### src/rtl/hpdmc_datactl.sv
// Data-path sequencer feeding hpdmc_ddrio: loads write bursts, times op_write/op_read windows, returns reads.
// Optional macro HPDMC_DATACTL_STATS_EN adds saturating accepted-burst counters.
module hpdmc_datactl #(
  parameter int BURST_LEN = 4,
  parameter int CAS_W     = 3
) (
  input  logic             clk,
  input  logic             rst,
  input  logic [CAS_W-1:0] tim_cas,
  input  logic             cmd_write,
  input  logic             cmd_read,
  output logic             write_safe,
  output logic             read_safe,
  output logic             cmd_err,
  input  logic             wr_valid,
  output logic             wr_ready,
  input  logic [63:0]      wr_dat,
  input  logic [7:0]       wr_mask,
  output logic             rd_valid,
  output logic [63:0]      rd_dat,
  output logic             op_write,
  output logic             op_read,
  output logic             buffer_w_next,
  output logic             buffer_w_nextburst,
  output logic [7:0]       buffer_w_mask,
  output logic [63:0]      buffer_w_dat,
  output logic             buffer_r_next,
  output logic             buffer_r_nextburst,
  input  logic [63:0]      buffer_r_dat
`ifdef HPDMC_DATACTL_STATS_EN
  ,
  output logic [15:0]      stat_wbursts,
  output logic [15:0]      stat_rbursts
`endif
);

  typedef enum logic [1:0] {
    S_EMPTY   = 2'd0,
    S_LOADING = 2'd1,
    S_LOADED  = 2'd2,
    S_WRITING = 2'd3
  } wstate_e;

  wstate_e          state_q, state_d;
  logic [2:0]       cnt_q, cnt_d;
  logic             rd_act_q, rd_act_d;
  logic [4:0]       rcnt_q, rcnt_d;
  logic [CAS_W-1:0] cas_q, cas_d;
  logic             err_q, err_d;
  logic             op_write_q, op_read_q, rd_valid_q, r_next_q, r_nb_q;
  logic             write_safe_q, read_safe_q;
  logic             wr_push, w_acc, r_acc;
  logic [4:0]       casx_d;

  assign wr_ready           = (state_q == S_EMPTY) || (state_q == S_LOADING);
  assign wr_push            = wr_valid & wr_ready;
  assign buffer_w_next      = wr_push;
  assign buffer_w_nextburst = wr_push & (state_q == S_EMPTY);
  assign buffer_w_dat       = wr_dat;
  assign buffer_w_mask      = wr_mask;
  assign rd_dat             = buffer_r_dat;

  assign w_acc = cmd_write & ~cmd_read & write_safe_q;
  assign r_acc = cmd_read & ~cmd_write & read_safe_q;

  // Next-state for the write loader, the read window counter and the error flag
  always_comb begin
    state_d = state_q;
    cnt_d   = cnt_q;
    case (state_q)
      S_EMPTY: begin
        if (wr_push) begin
          state_d = S_LOADING;
          cnt_d   = 3'd1;
        end else begin
          cnt_d   = 3'd0;
        end
      end
      S_LOADING: begin
        if (wr_push) begin
          cnt_d = cnt_q + 3'd1;
          if (cnt_q == 3'(BURST_LEN - 1)) state_d = S_LOADED;
          else                            state_d = S_LOADING;
        end else begin
          cnt_d = cnt_q;
        end
      end
      S_LOADED: begin
        if (w_acc) begin
          state_d = S_WRITING;
          cnt_d   = 3'd0;
        end else begin
          state_d = S_LOADED;
        end
      end
      S_WRITING: begin
        // Hold off reloading for one extra cycle after the window: ddrio consumes with a lag
        if (cnt_q == 3'(BURST_LEN)) begin
          state_d = S_EMPTY;
          cnt_d   = 3'd0;
        end else begin
          cnt_d   = cnt_q + 3'd1;
        end
      end
      default: begin
        state_d = S_EMPTY;
        cnt_d   = 3'd0;
      end
    endcase

    rd_act_d = rd_act_q;
    rcnt_d   = rcnt_q;
    cas_d    = cas_q;
    if (r_acc) begin
      rd_act_d = 1'b1;
      rcnt_d   = 5'd1;
      cas_d    = tim_cas;
    end else if (rd_act_q && (rcnt_q == 5'(cas_q) + 5'd9)) begin
      rd_act_d = 1'b0;
      rcnt_d   = 5'd0;
    end else if (rd_act_q) begin
      rcnt_d   = rcnt_q + 5'd1;
    end else begin
      rcnt_d   = 5'd0;
    end
    casx_d = 5'(cas_d);

    err_d = err_q | (cmd_write & cmd_read) | (cmd_write & ~write_safe_q) | (cmd_read & ~read_safe_q);
  end

  // State and registered window/status outputs
  always_ff @(posedge clk or posedge rst) begin
    if (rst) begin
      state_q      <= S_EMPTY;
      cnt_q        <= 3'd0;
      rd_act_q     <= 1'b0;
      rcnt_q       <= 5'd0;
      cas_q        <= '0;
      err_q        <= 1'b0;
      op_write_q   <= 1'b0;
      op_read_q    <= 1'b0;
      rd_valid_q   <= 1'b0;
      r_next_q     <= 1'b0;
      r_nb_q       <= 1'b0;
      write_safe_q <= 1'b0;
      read_safe_q  <= 1'b1;
    end else begin
      state_q      <= state_d;
      cnt_q        <= cnt_d;
      rd_act_q     <= rd_act_d;
      rcnt_q       <= rcnt_d;
      cas_q        <= cas_d;
      err_q        <= err_d;
      op_write_q   <= (state_d == S_WRITING) && (cnt_d < 3'(BURST_LEN));
      op_read_q    <= rd_act_d && (rcnt_d >= casx_d) && (rcnt_d <= casx_d + 5'd3);
      r_nb_q       <= rd_act_d && (rcnt_d == casx_d + 5'd5);
      rd_valid_q   <= rd_act_d && (rcnt_d >= casx_d + 5'd6) && (rcnt_d <= casx_d + 5'd9);
      r_next_q     <= rd_act_d && (rcnt_d >= casx_d + 5'd6) && (rcnt_d <= casx_d + 5'd9);
      write_safe_q <= (state_d == S_LOADED) && !rd_act_d;
      read_safe_q  <= !rd_act_d && (state_d != S_WRITING);
    end
  end

  assign op_write           = op_write_q;
  assign op_read            = op_read_q;
  assign rd_valid           = rd_valid_q;
  assign buffer_r_next      = r_next_q;
  assign buffer_r_nextburst = r_nb_q;
  assign write_safe         = write_safe_q;
  assign read_safe          = read_safe_q;
  assign cmd_err            = err_q;

`ifdef HPDMC_DATACTL_STATS_EN
  logic [15:0] stat_w_q, stat_r_q;

  // Saturating counts of accepted bursts
  always_ff @(posedge clk or posedge rst) begin
    if (rst) begin
      stat_w_q <= 16'd0;
      stat_r_q <= 16'd0;
    end else begin
      if (w_acc && (stat_w_q != 16'hFFFF)) stat_w_q <= stat_w_q + 16'd1;
      if (r_acc && (stat_r_q != 16'hFFFF)) stat_r_q <= stat_r_q + 16'd1;
    end
  end

  assign stat_wbursts = stat_w_q;
  assign stat_rbursts = stat_r_q;
`endif

endmodule

### config.mk
export PLATFORM = sky130hd
export DESIGN_NAME = hpdmc_datactl
export DESIGN_NICKNAME = d
export VERILOG_FILES = /design/src/rtl/hpdmc_datactl.sv
export SDC_FILE = /design/constraint.sdc
export NUM_CORES = 1
export LEC_CHECK = 0
export CAP_MARGIN = 5
export CORE_AREA = 2 2 113 115
export CTS_CLUSTER_DIAMETER = 50
export DETAILED_ROUTE_END_ITERATION = 10
export DIE_AREA = 0 0 115 117
export GPL_ROUTABILITY_DRIVEN = 0
export PLACE_DENSITY_LB_ADDON = 0.2
export SYNTH_ARGS = -nofsm -noshare
export SYNTH_HDL_FRONTEND = slang
export SYNTH_SLANG_ARGS = --single-unit
### constraint.sdc
create_clock -name clk -period 8.9 [get_ports clk]
set_input_delay 0.89 -clock clk [delete_from_list [all_inputs] [get_ports clk]]
set_output_delay 0.89 -clock clk [all_outputs]
set_load 0.05 [all_outputs]
==> reports/results.tsv, run 1 <==
stage	metric	value	unit
outcome	outcome	finished, final reports clean	
timing	RSZ-0062 raised after global routing	false	
power	sw frac	0.477	
drt	DR DRC count	0	
timing	Slew headroom	0.382	
placed_design	hpwl dp	3.63	mm
synth	share of the synthesized area in the top cell type	0.405	
timing	Final Critical Period	3.71	ns
synth	synthesized cell area	2540	sq um
drt	Pre-Repair DR Iteration Count	4	
final_layout	FILL cells	1389	
setup_path	Crit Path Max Fanout	7	
power	Seq pwr share	0.228	
global_routing	pin count of the biggest net entering global routing	22	
die	die height	117	um
synth	asr flop ratio synth	1.00	
die	Die Wd	115	um
synth	Syn Area/Cell	8.82	sq um
power	Pwr Density	391	nW/um^2
die	core footprint	12300	sq um
clocking	Clock transition at path regs	0.06	ns
clocking	CTS max path bufs	2	
clocking	number of setup buffers added after CTS	0	
global_routing	first-pass GRT wire length	7.55	mm
final_layout	area of the multi-input gates	910	sq um
power	peak supply drop	0.0000878	V
die	die area	13500	sq um
drt	Initial DRC Count	33	
setup_path	Setup Crit Path Kind	in -> reg	
synth	leading area contributor after synthesis	buf_4	
global_routing	antenna violations before repair	0	
clocking	H-tree depth	1	
timing	Slew Viols, Final	0	
final_layout	commonest non-fill, non-tap cell in the layout	ha_1	
timing	Final Skew	0.00425	ns
setup_path	Critical Path AT	3.91	ns
clocking	CTS Hold Bufs	0	
drt	average vias per placed instance	3.88	
clocking	CTS tree	done	
timing	Fmax achieved	269	MHz
min_path	worst hold path type	reg -> reg	
timing	Final Hold Viols	0	
synth	Post-Synthesis Cells	288	
final_layout	Final #Nets	342	
die	row count	41	
clocking	Num Clock Sinks	21	
die	I/O pin cnt	291	
global_routing	GR Overflow Total	0	
global_routing	vias in the first global route	1405	
synth	Seq/Total Area, Yosys	0.207	
clocking	Root Buffer	clkbuf_16	
die	Initial Util	0.206	
drt	drt total wl	4.65	mm
setup_path	kind of end point of the critical path	flop	
global_routing	GRT Util Overall	0.0714	
drt	Routed WL per cell	14.5	um
power	sw power	361	uW
drt	ANT nets after route	0	
power	Clock power frac	0.132	
final_layout	share of cells above drive strength 1	0.0706	
flow_run	Max-Cap Viols	0	
synth	post-synthesis cell type count	42	
final_layout	sequential cell area	527	sq um
setup_path	Critical Path RT	9.10	ns
final_layout	Synth-to-Final Area Change	-23.6	%
timing	crit share post-route	0.417	
synth	number of synthesized flops with an enable pin	0	
power	total power	758	uW
power	Logic pwr share	0.639	
timing	final setup fails	0	
power	Lkg Pwr	0.870	nW
setup_path	CP startpoint kind	input port	
final_layout	most frequent cells in the layout	ha_1, dfrtp_1, clkdlybuf4s50_1, inv_1, nand2_1	
synth	Main synth FF type	dfrtp_1	
power	Internal Power	396	uW
synth	FF+latch count, synth	21	
clocking	CTS buffer count	3	
synth	Yosys Warn Count	0	
placed_design	Port Buffers	18	
synth	top cells by area, synth	buf_4, dfrtp_1, ha_1	
clocking	Worst-Skew Late Latency	0.26	ns
synth	syn_nets	459	
timing	Setup TNS Final	0	ns
clocking	post-cts resize count	0	
timing	Least-Margin Pin Slew	0.925	ns
final_layout	n_diodes	0	
drt	via count	1242	
-- path summary, 6_finish.rpt --
kind                           start            end  slack (ns)  depth (start not counted)
setup reg to reg            cas_q[0]  buffer_r_next        5.65                         12
max in group asynchronous        rst      rcnt_q[0]        7.19                          2
hold reg to reg              cmd_err        cmd_err        0.46                          1
hold / removal               cmd_err        cmd_err        0.46                          1
setup / recovery           cmd_write  buffer_r_next        5.19                         12
min in group asynchronous        rst      rcnt_q[1]        1.14                          2
-- power by group through the flow --
| stage | Sequential [mW] | Clock [mW] | Combinational [mW] |
|---|---|---|---|
| global placement | 0.177 | 0 | 0.499 |
| finish | 0.173 | 0.100 | 0.484 |
| floorplan | 0.183 | 0 | 0.522 |
| CTS | 0.175 | 0.104 | 0.495 |
| detailed placement | 0.175 | 0 | 0.493 |
| global route | 0.181 | 0.109 | 0.565 |
-- stage by stage --
step | hold slack, ns | worst slack, ns | std cells | area, sq um | utilization
3_3_place_gp | 0.447 | 4.95 | 316 | 1860 | 0.151
3_5_place_dp | 0.456 | 4.90 | 316 | 1860 | 0.151
2_1_floorplan | 0.474 | 5.48 | 288 | 2540 | -
5_1_grt | 0.502 | 4.92 | 320 | 1940 | 0.158
6_report | 0.464 | 5.19 | 320 | 1940 | 0.158
4_1_cts | 0.471 | 5.17 | 320 | 1940 | 0.158
-- sequential cells by signal, summed over array words and instances, names as in the netlist --
signal / count
cas_q: 3
rd_act_q: 1
buffer_r_nextburst: 1
cnt_q: 3
op_read: 1
rcnt_q: 5
read_safe: 1
op_write: 1
state_q: 2
cmd_err: 1
write_safe: 1
buffer_r_next: 1
-- synthesized netlist by cell type (2+ instances only) --
master and instances:
o211a_1 2, nand2b_1 2, a31oi_1 3, xnor2_1 5, nand2_1 11, o21a_1 3, inv_1 14, nor2_1 5
a211oi_1 3, buf_4 137, nor2b_1 4, xor2_1 6, o21ai_0 7, nand3_1 7, clkbuf_1 2, dfrtp_1 20
nor4_2 2, a21oi_1 4, ha_1 27, a21o_1 2
-- cell type report --
cell class	instances	share of cell area
clock buffers	4	0.0406
well taps	150	0.0968
repair buffers	18	0.0929
flip-flops and latches	21	0.272
inverters	15	0.0290
multi-input cells	112	0.469
-- cell families after synthesis --
kind of cell | Yosys count | synth area share
adder cells (fa/ha/maj) | 27 | 0.133
XOR/XNOR | 11 | 0.0379
flip-flops | 21 | 0.207
AND/OR/NAND/NOR | 38 | 0.0803
buffers and inverters | 155 | 0.434
AO/OA/AOI/OAI | 33 | 0.0916
multiplexers | 3 | 0.0153
-- routing by layer --
layer / global-route usage / vias to the layer above / routed length, um
li1: - / 565 / -
met1: 0.0798 / 589 / 1850
met2: 0.118 / 52 / 2200
met3: 0.0268 / 36 / 413
met4: 0.0394 / 0 / 183
met5: 0 / - / 0
-- critical path, cell delays in order --
cell	delay, ns
clkdlybuf4s50_1	0.45
and3b_1	0.45
mux2i_1	0.49
inv_1	0.20
ha_1	0.23
ha_1	0.31
inv_1	0.05
ha_1	0.28
o21ai_0	0.09
nand2b_1	0.07
a211oi_1	0.23
o211a_1	0.18
Note: power is estimated with default switching activity, not from simulation.
==> run 2, diff against run 1 <==
- CORE_AREA: 2 2 113 115 -> 2 2 114 116
- DIE_AREA: 0 0 115 117 -> 0 0 116 118
- clock period: 8.9 -> 3.3 ns (I/O delays scaled with it)
==> run 2 against run 1 <==
Worst hold slack worse by 0.012 ns. Sequential power grew to 2.7 times the previous value. Clock power increased to 2.6 times the previous value. Core utilization rose by 0.62 points. Critical path depth did not move. Die area is 1.7% higher. Wire length shrank 0.47%. Combinational power rose to 2.9 times the previous value. Largest cell class unchanged.
==> reports/results.tsv, run 2 (synthesized netlist as in run 1, its figures left out) <==
stage	metric	value	unit	change
die	Die Wd	116	um	+0.87%
setup_path	Critical Path RT	3.46	ns	-5.64 ns
global_routing	pin count of the biggest net entering global routing	22		unchanged
setup_path	CP max-delay cell	dfrtp_1		
final_layout	Synth-to-Final Area Change	-20.0	%	
clocking	CTS tree	done		
final_layout	Final #Nets	350		+2.3%
global_routing	GRT Util Overall	0.0699		-0.00143
min_path	worst hold path type	reg -> reg		
final_layout	most frequent cells in the layout	ha_1, dfrtp_1, clkdlybuf4s50_1, inv_1, nand2_1		
global_routing	vias in the first global route	1407		+0.14%
clocking	Worst-Skew Late Latency	0.25	ns	about the same
timing	Slew headroom	0.388		+0.00600
clocking	number of setup buffers added after CTS	0		unchanged
setup_path	most used cell, CP	ha_1		
die	Initial Util	0.205		-0.00170
setup_path	delay-heaviest family, CP	adder cells		
clocking	Num Clock Sinks	21		unchanged
drt	Routed WL per cell	13.2	um	-9.0%
setup_path	reg2reg path depth	12		unchanged
power	total power	2.15	mW	+180%
timing	Setup TNS Final	0	ns	unchanged
power	Lkg Pwr	0.912	nW	+4.8%
final_layout	top flop regs	rcnt_q x5, cas_q x3, cnt_q x3		
setup_path	worst-path cell chain	ha_1 > ha_1 > xor2_1 > nor4_2 > a21boi_1 > and3_1 > ha_1 > nor2b_1 > o21a_1 > o21ai_0 > nand2b_1 > a211oi_2		
die	I/O pin cnt	291		unchanged
clocking	CTS Hold Bufs	0		unchanged
timing	crit share post-route	0.894		
die	die height	118	um	+0.85%
global_routing	first-pass GRT wire length	7.45	mm	-1.3%
final_layout	n_diodes	0		unchanged
final_layout	commonest non-fill, non-tap cell in the layout	ha_1		
final_layout	share of cells above drive strength 1	0.118		+0.0474
global_routing	antenna violations before repair	0		unchanged
setup_path	R2R setup slack	0.35	ns	-5.30 ns
placed_design	placed cell areas	1950	sq um	+4.7%
clocking	CTS max path bufs	2		unchanged
timing	Final Skew	0.00199	ns	-0.00226 ns
die	row count	41		unchanged
drt	drt total wl	4.62	mm	-0.47%
final_layout	Reg with most FFs	rcnt_q		
drt	via count	1306		+5.2%
setup_path	Critical R2R Launch	cas_q[1]		
drt	Pre-Repair DR Iteration Count	4		unchanged
timing	Slew Viols, Final	0		unchanged
setup_path	Worst Setup SP	cas_q[1]		
power	Pwr Density	1060	nW/um^2	+170%
setup_path	Worst path depth	12		unchanged
flow_run	Max-Cap Viols	0		unchanged
clocking	CTS buffer count	3		unchanged
outcome	outcome	finished, final reports clean		
setup_path	Critical Path AT	3.11	ns	-0.80 ns
timing	Fmax achieved	339	MHz	
setup_path	Setup Crit Path Kind	reg -> reg		
timing	Final Hold Viols	0		unchanged
final_layout	design area	2030	sq um	+4.8%
drt	DR DRC count	0		unchanged
setup_path	Crit Path Max Fanout	5		-2
setup_path	Buf/Inv on CP	0		-3
setup_path	max incr delay on CP	0.40	ns	-0.09 ns
clocking	H-tree depth	1		unchanged
global_routing	GR Overflow Total	0		unchanged
timing	Final Critical Period	2.95	ns	
setup_path	Critical Path Sink	op_read		
final_layout	max reg flops	5		unchanged
final_layout	FILL cells	1420		+2.2%
clocking	Root Buffer	clkbuf_16		
die	die area	13700	sq um	+1.7%
clocking	Clock transition at path regs	0.06	ns	about the same
timing	Least-Margin Pin Slew	0.916	ns	-0.00899 ns
power	peak supply drop	0.000195	V	+120%
timing	final setup fails	0		unchanged
setup_path	RR Endpoint	op_read		
drt	ANT nets after route	0		unchanged
placed_design	Port Buffers	18		unchanged
setup_path	CP startpoint kind	flop		
setup_path	kind of end point of the critical path	flop		
drt	Initial DRC Count	40		+21%
die	core footprint	12400	sq um	+0.83%
placed_design	hpwl dp	3.69	mm	+1.5%
timing	RSZ-0062 raised after global routing	false		
drt	average vias per placed instance	3.73		-3.9%
[run 2: cell types whose count changed in the layout (fill, tap and decap cells not counted), sizes merged]
| cell | change |
|---|---|
| buf | +8 |
[run 2: final cells by class]
class / count / area, sq um / share of cell area
Tap cell: 172 / 215 / 0.106
Timing Repair Buffer: 26 / 240 / 0.118
Clock buffer: 4 / 78.8 / 0.0388
Sequential cell: 21 / 527 / 0.259
Inverter: 15 / 56.3 / 0.0277
Multi-Input combinational cell: 112 / 915 / 0.450
[run 2: how the worst min path moves through the flow]
| stage | startpoint | cells after the start | end |
|---|---|---|---|
| 2_1_floorplan | rst | 1 | buffer_r_next |
| 3_3_place_gp | cmd_err | 1 | cmd_err |
| 3_5_place_dp | cmd_err | 1 | cmd_err |
| 6_report | cmd_err | 1 | cmd_err |
| 5_1_grt | cmd_err | 1 | cmd_err |
| 4_1_cts | cmd_err | 1 | cmd_err |
[run 2: metal layers]
metal	up-vias	part of all wire	GRT usage
met5	-	0	0
li1	585	-	-
met3	48	0.085	0.0232
met2	70	0.46	0.109
met4	0	0.057	0.0551
met1	603	0.40	0.0772
[run 2: through the flow]
stage	util	setup WS, ns	hold slack [ns]	instances
after floorplan	-	0.382	0.306	288
after global placement	0.157	0.123	0.443	346
after detailed placement	0.157	0.102	0.444	346
after CTS	0.163	0.213	0.458	350
after global routing	0.164	0.00460	0.481	350
final	0.164	0.350	0.451	350
[run 2: repair_timing]
action,CTS,global route
resized for setup,0,1
hold endpoints to repair,0,0
endpoints found under the setup margin,0,1
[run 2: where the power goes]
part / switching (mW) / leakage [nW] / internal [mW]
Combinational: 0.798 / 0.614 / 0.625
Clock: 0.0980 / 0.0382 / 0.165
Sequential: 0.102 / 0.260 / 0.358
==> patch, RTL diff (settings of run 2) <==
`CAS_W`: 3 -> 5.
--- a/src/rtl/hpdmc_datactl.sv
+++ b/src/rtl/hpdmc_datactl.sv
@@ -2,7 +2,7 @@
 // Optional macro HPDMC_DATACTL_STATS_EN adds saturating accepted-burst counters.
 module hpdmc_datactl #(
   parameter int BURST_LEN = 4,
-  parameter int CAS_W     = 3
+  parameter int CAS_W     = 5
 ) (
   input  logic             clk,
   input  logic             rst,
Interface: changed (resized tim_cas); port bits go from 291 to 293. The function was not compared with the original's and may differ.
==> patch against run 2 <==
- total power up 16%
- setup slack worse by 76 ps
- combinational power up 20%
- non-clock buffer count up 9
- critical endpoint is now buffer_r_next$_DFF_PP0_
- sequential cell count up 2
- global-route usage up 0.94 points
- synthesized area up 11%
- synthesized cell count up 15%
- design area up 17%
- routed wire length up 13%
==> patch: results (changes against run 2) <==
[worst_setup_path]
cp_max_fo=7  ; +2
reg2reg_depth=14  ; +2
timing.critical_path.slowest_stage_cell=sky130_fd_sc_hd__dfrtp_1
reg2reg_setup_slack_ps=270  ; -80 ps

[sta]
fin_worst_skew_ps=0.9193  ; -1.074 ps
holdWs_ps=495.5  ; +44.24 ps
transition_at_the_pin_with_the_smallest_max_transition_slack_ps=931.8  ; +15.36 ps
finalSetupTns_ps=0  ; unchanged

[pwr]
total_leakage_power_nw=1.090  ; +20%
peakVddDrop_uv=227.1  ; +17%

[grt]
grt_first_pass_wirelength_um=8597  ; +15%
met2_usage=0.1301  ; +0.02156
via_count_of_the_first_global_routing_pass=1698  ; +21%
use_met3=0.02111  ; -0.002060
grt_max_degree=24  ; +9.1%
grt.total_usage=0.07934  ; +0.009398
grt_util_met1=0.08816  ; +0.01100

[run_status]
run_status=finished, final reports clean

[placement]
detailed_place_hpwl_um=4252  ; +15%
numPortBuffers=20  ; +2
worst_setup_slack_after_placement_ps=112.5  ; +10.08 ps
post-place-cells=400  ; +16%
place_area_um2=2295  ; +18%

[route]
drt_iter0_drc=72  ; +80%
avgViaCountPerCell=3.871  ; +3.7%
routed-via-count=1564  ; +20%
wirelength_um=5206  ; +13%

[clock_network]
h-tree-depth=1  ; unchanged
clk_pin_slew_worst_paths_ps=60  ; about the same
clock-root-buffer=sky130_fd_sc_hd__clkbuf_16

[finish]
design_area_um2=2380  ; +17%
nFillCells=1425  ; +0.35%
layout_top_registers=cas_q: 5 flops, rcnt_q: 5 flops, cnt_q: 3 flops
antennaDiodeCount=0  ; unchanged
post_route_cells_drive_above_1_share=0.1293  ; +0.01133

[logic_synthesis]
post_synth_top_area_share=0.3660  ; -0.03894
ys_seq_area_frac=0.2053  ; -0.002135
synth_nets=503  ; +9.6%
post_synth_inst_count=332  ; +15%
synth_cell_type_count=41  ; -2.4%
ys_top_cells_by_count=sky130_fd_sc_hd__buf_4, sky130_fd_sc_hd__ha_1, sky130_fd_sc_hd__dfrtp_1
netlist_top_cells_area=sky130_fd_sc_hd__buf_4, sky130_fd_sc_hd__dfrtp_1, sky130_fd_sc_hd__ha_1, sky130_fd_sc_hd__xnor2_1, sky130_fd_sc_hd__xor2_1

[min_path]
whs_endpoint=cmd_err$_DFF_PP0_

[patch: cell count changes after synthesis, moves of 3 or more]
cell | before | now
sky130_fd_sc_hd__nor3_1 | 1 | 5
sky130_fd_sc_hd__a211oi_1 | 3 | 0
sky130_fd_sc_hd__xor2_1 | 6 | 9
sky130_fd_sc_hd__nand3_1 | 7 | 12
sky130_fd_sc_hd__o31ai_1 | 0 | 3
sky130_fd_sc_hd__xnor2_1 | 5 | 12
sky130_fd_sc_hd__nor2_1 | 5 | 15
sky130_fd_sc_hd__nand2_1 | 11 | 19
sky130_fd_sc_hd__a21oi_1 | 4 | 11
sky130_fd_sc_hd__a31oi_1 | 3 | 0
[patch: how the worst max path moves through the flow]
stage                                    to  slack [ps]  cells past startpoint
finish              buffer_r_next$_DFF_PP0_         270                     14
global placement    buffer_r_next$_DFF_PP0_         130                     14
floorplan           buffer_r_next$_DFF_PP0_         200                     14
CTS                       op_read$_DFF_PP0_         230                     17
global route              op_read$_DFF_PP0_          50                     18
detailed placement  buffer_r_next$_DFF_PP0_         110                     14
[patch: cell families (layout without fill, tap and decap cells)]
family / count (synthesis) / in the layout / share of synthesized area
compound gates: 33 / 33 / 0.07302
xor+xnor: 21 / 21 / 0.06545
fa+ha+maj: 27 / 27 / 0.1189
buf+inv: 157 / 57 / 0.3954
flops: 23 / 23 / 0.2053
mux: 6 / 6 / 0.03205
simple gates: 65 / 65 / 0.1100
[patch: area by class of cell]
cell class | instances | area, µm² | area share
clock buffer | 3 | 75.07 | 0.03155
multi-input combinational | 152 | 1127 | 0.4737
tap | 172 | 215.2 | 0.09043
clock inverter | 1 | 5.005 | 0.002103
inverter | 18 | 67.56 | 0.02839
sequential | 23 | 576.8 | 0.2424
timing repair buffer | 35 | 312.8 | 0.1314
[patch: critical path: cells and delay by family, from the launching register on]
family / cells / cell delay, ps
AO/OA/AOI/OAI: 4 / 730
XOR/XNOR: 1 / 140
flip-flops: 1 / 410
buffers and inverters: 1 / 170
AND/OR/NAND/NOR: 5 / 550
adder cells (fa/ha/maj): 3 / 960
[patch: metal layers]
layer	vias up	routed length [µm]
met5	-	0
met4	0	217
met3	28	350
met2	50	2469
met1	740	2168
li1	746	-
[patch: power breakdown]
group | leakage, nW | internal [mW] | switching, mW
combinational | 0.762 | 0.763 | 0.940
clock | 0.0409 | 0.163 | 0.104
sequential | 0.287 | 0.393 | 0.126
total | 1.09 | 1.32 | 1.17
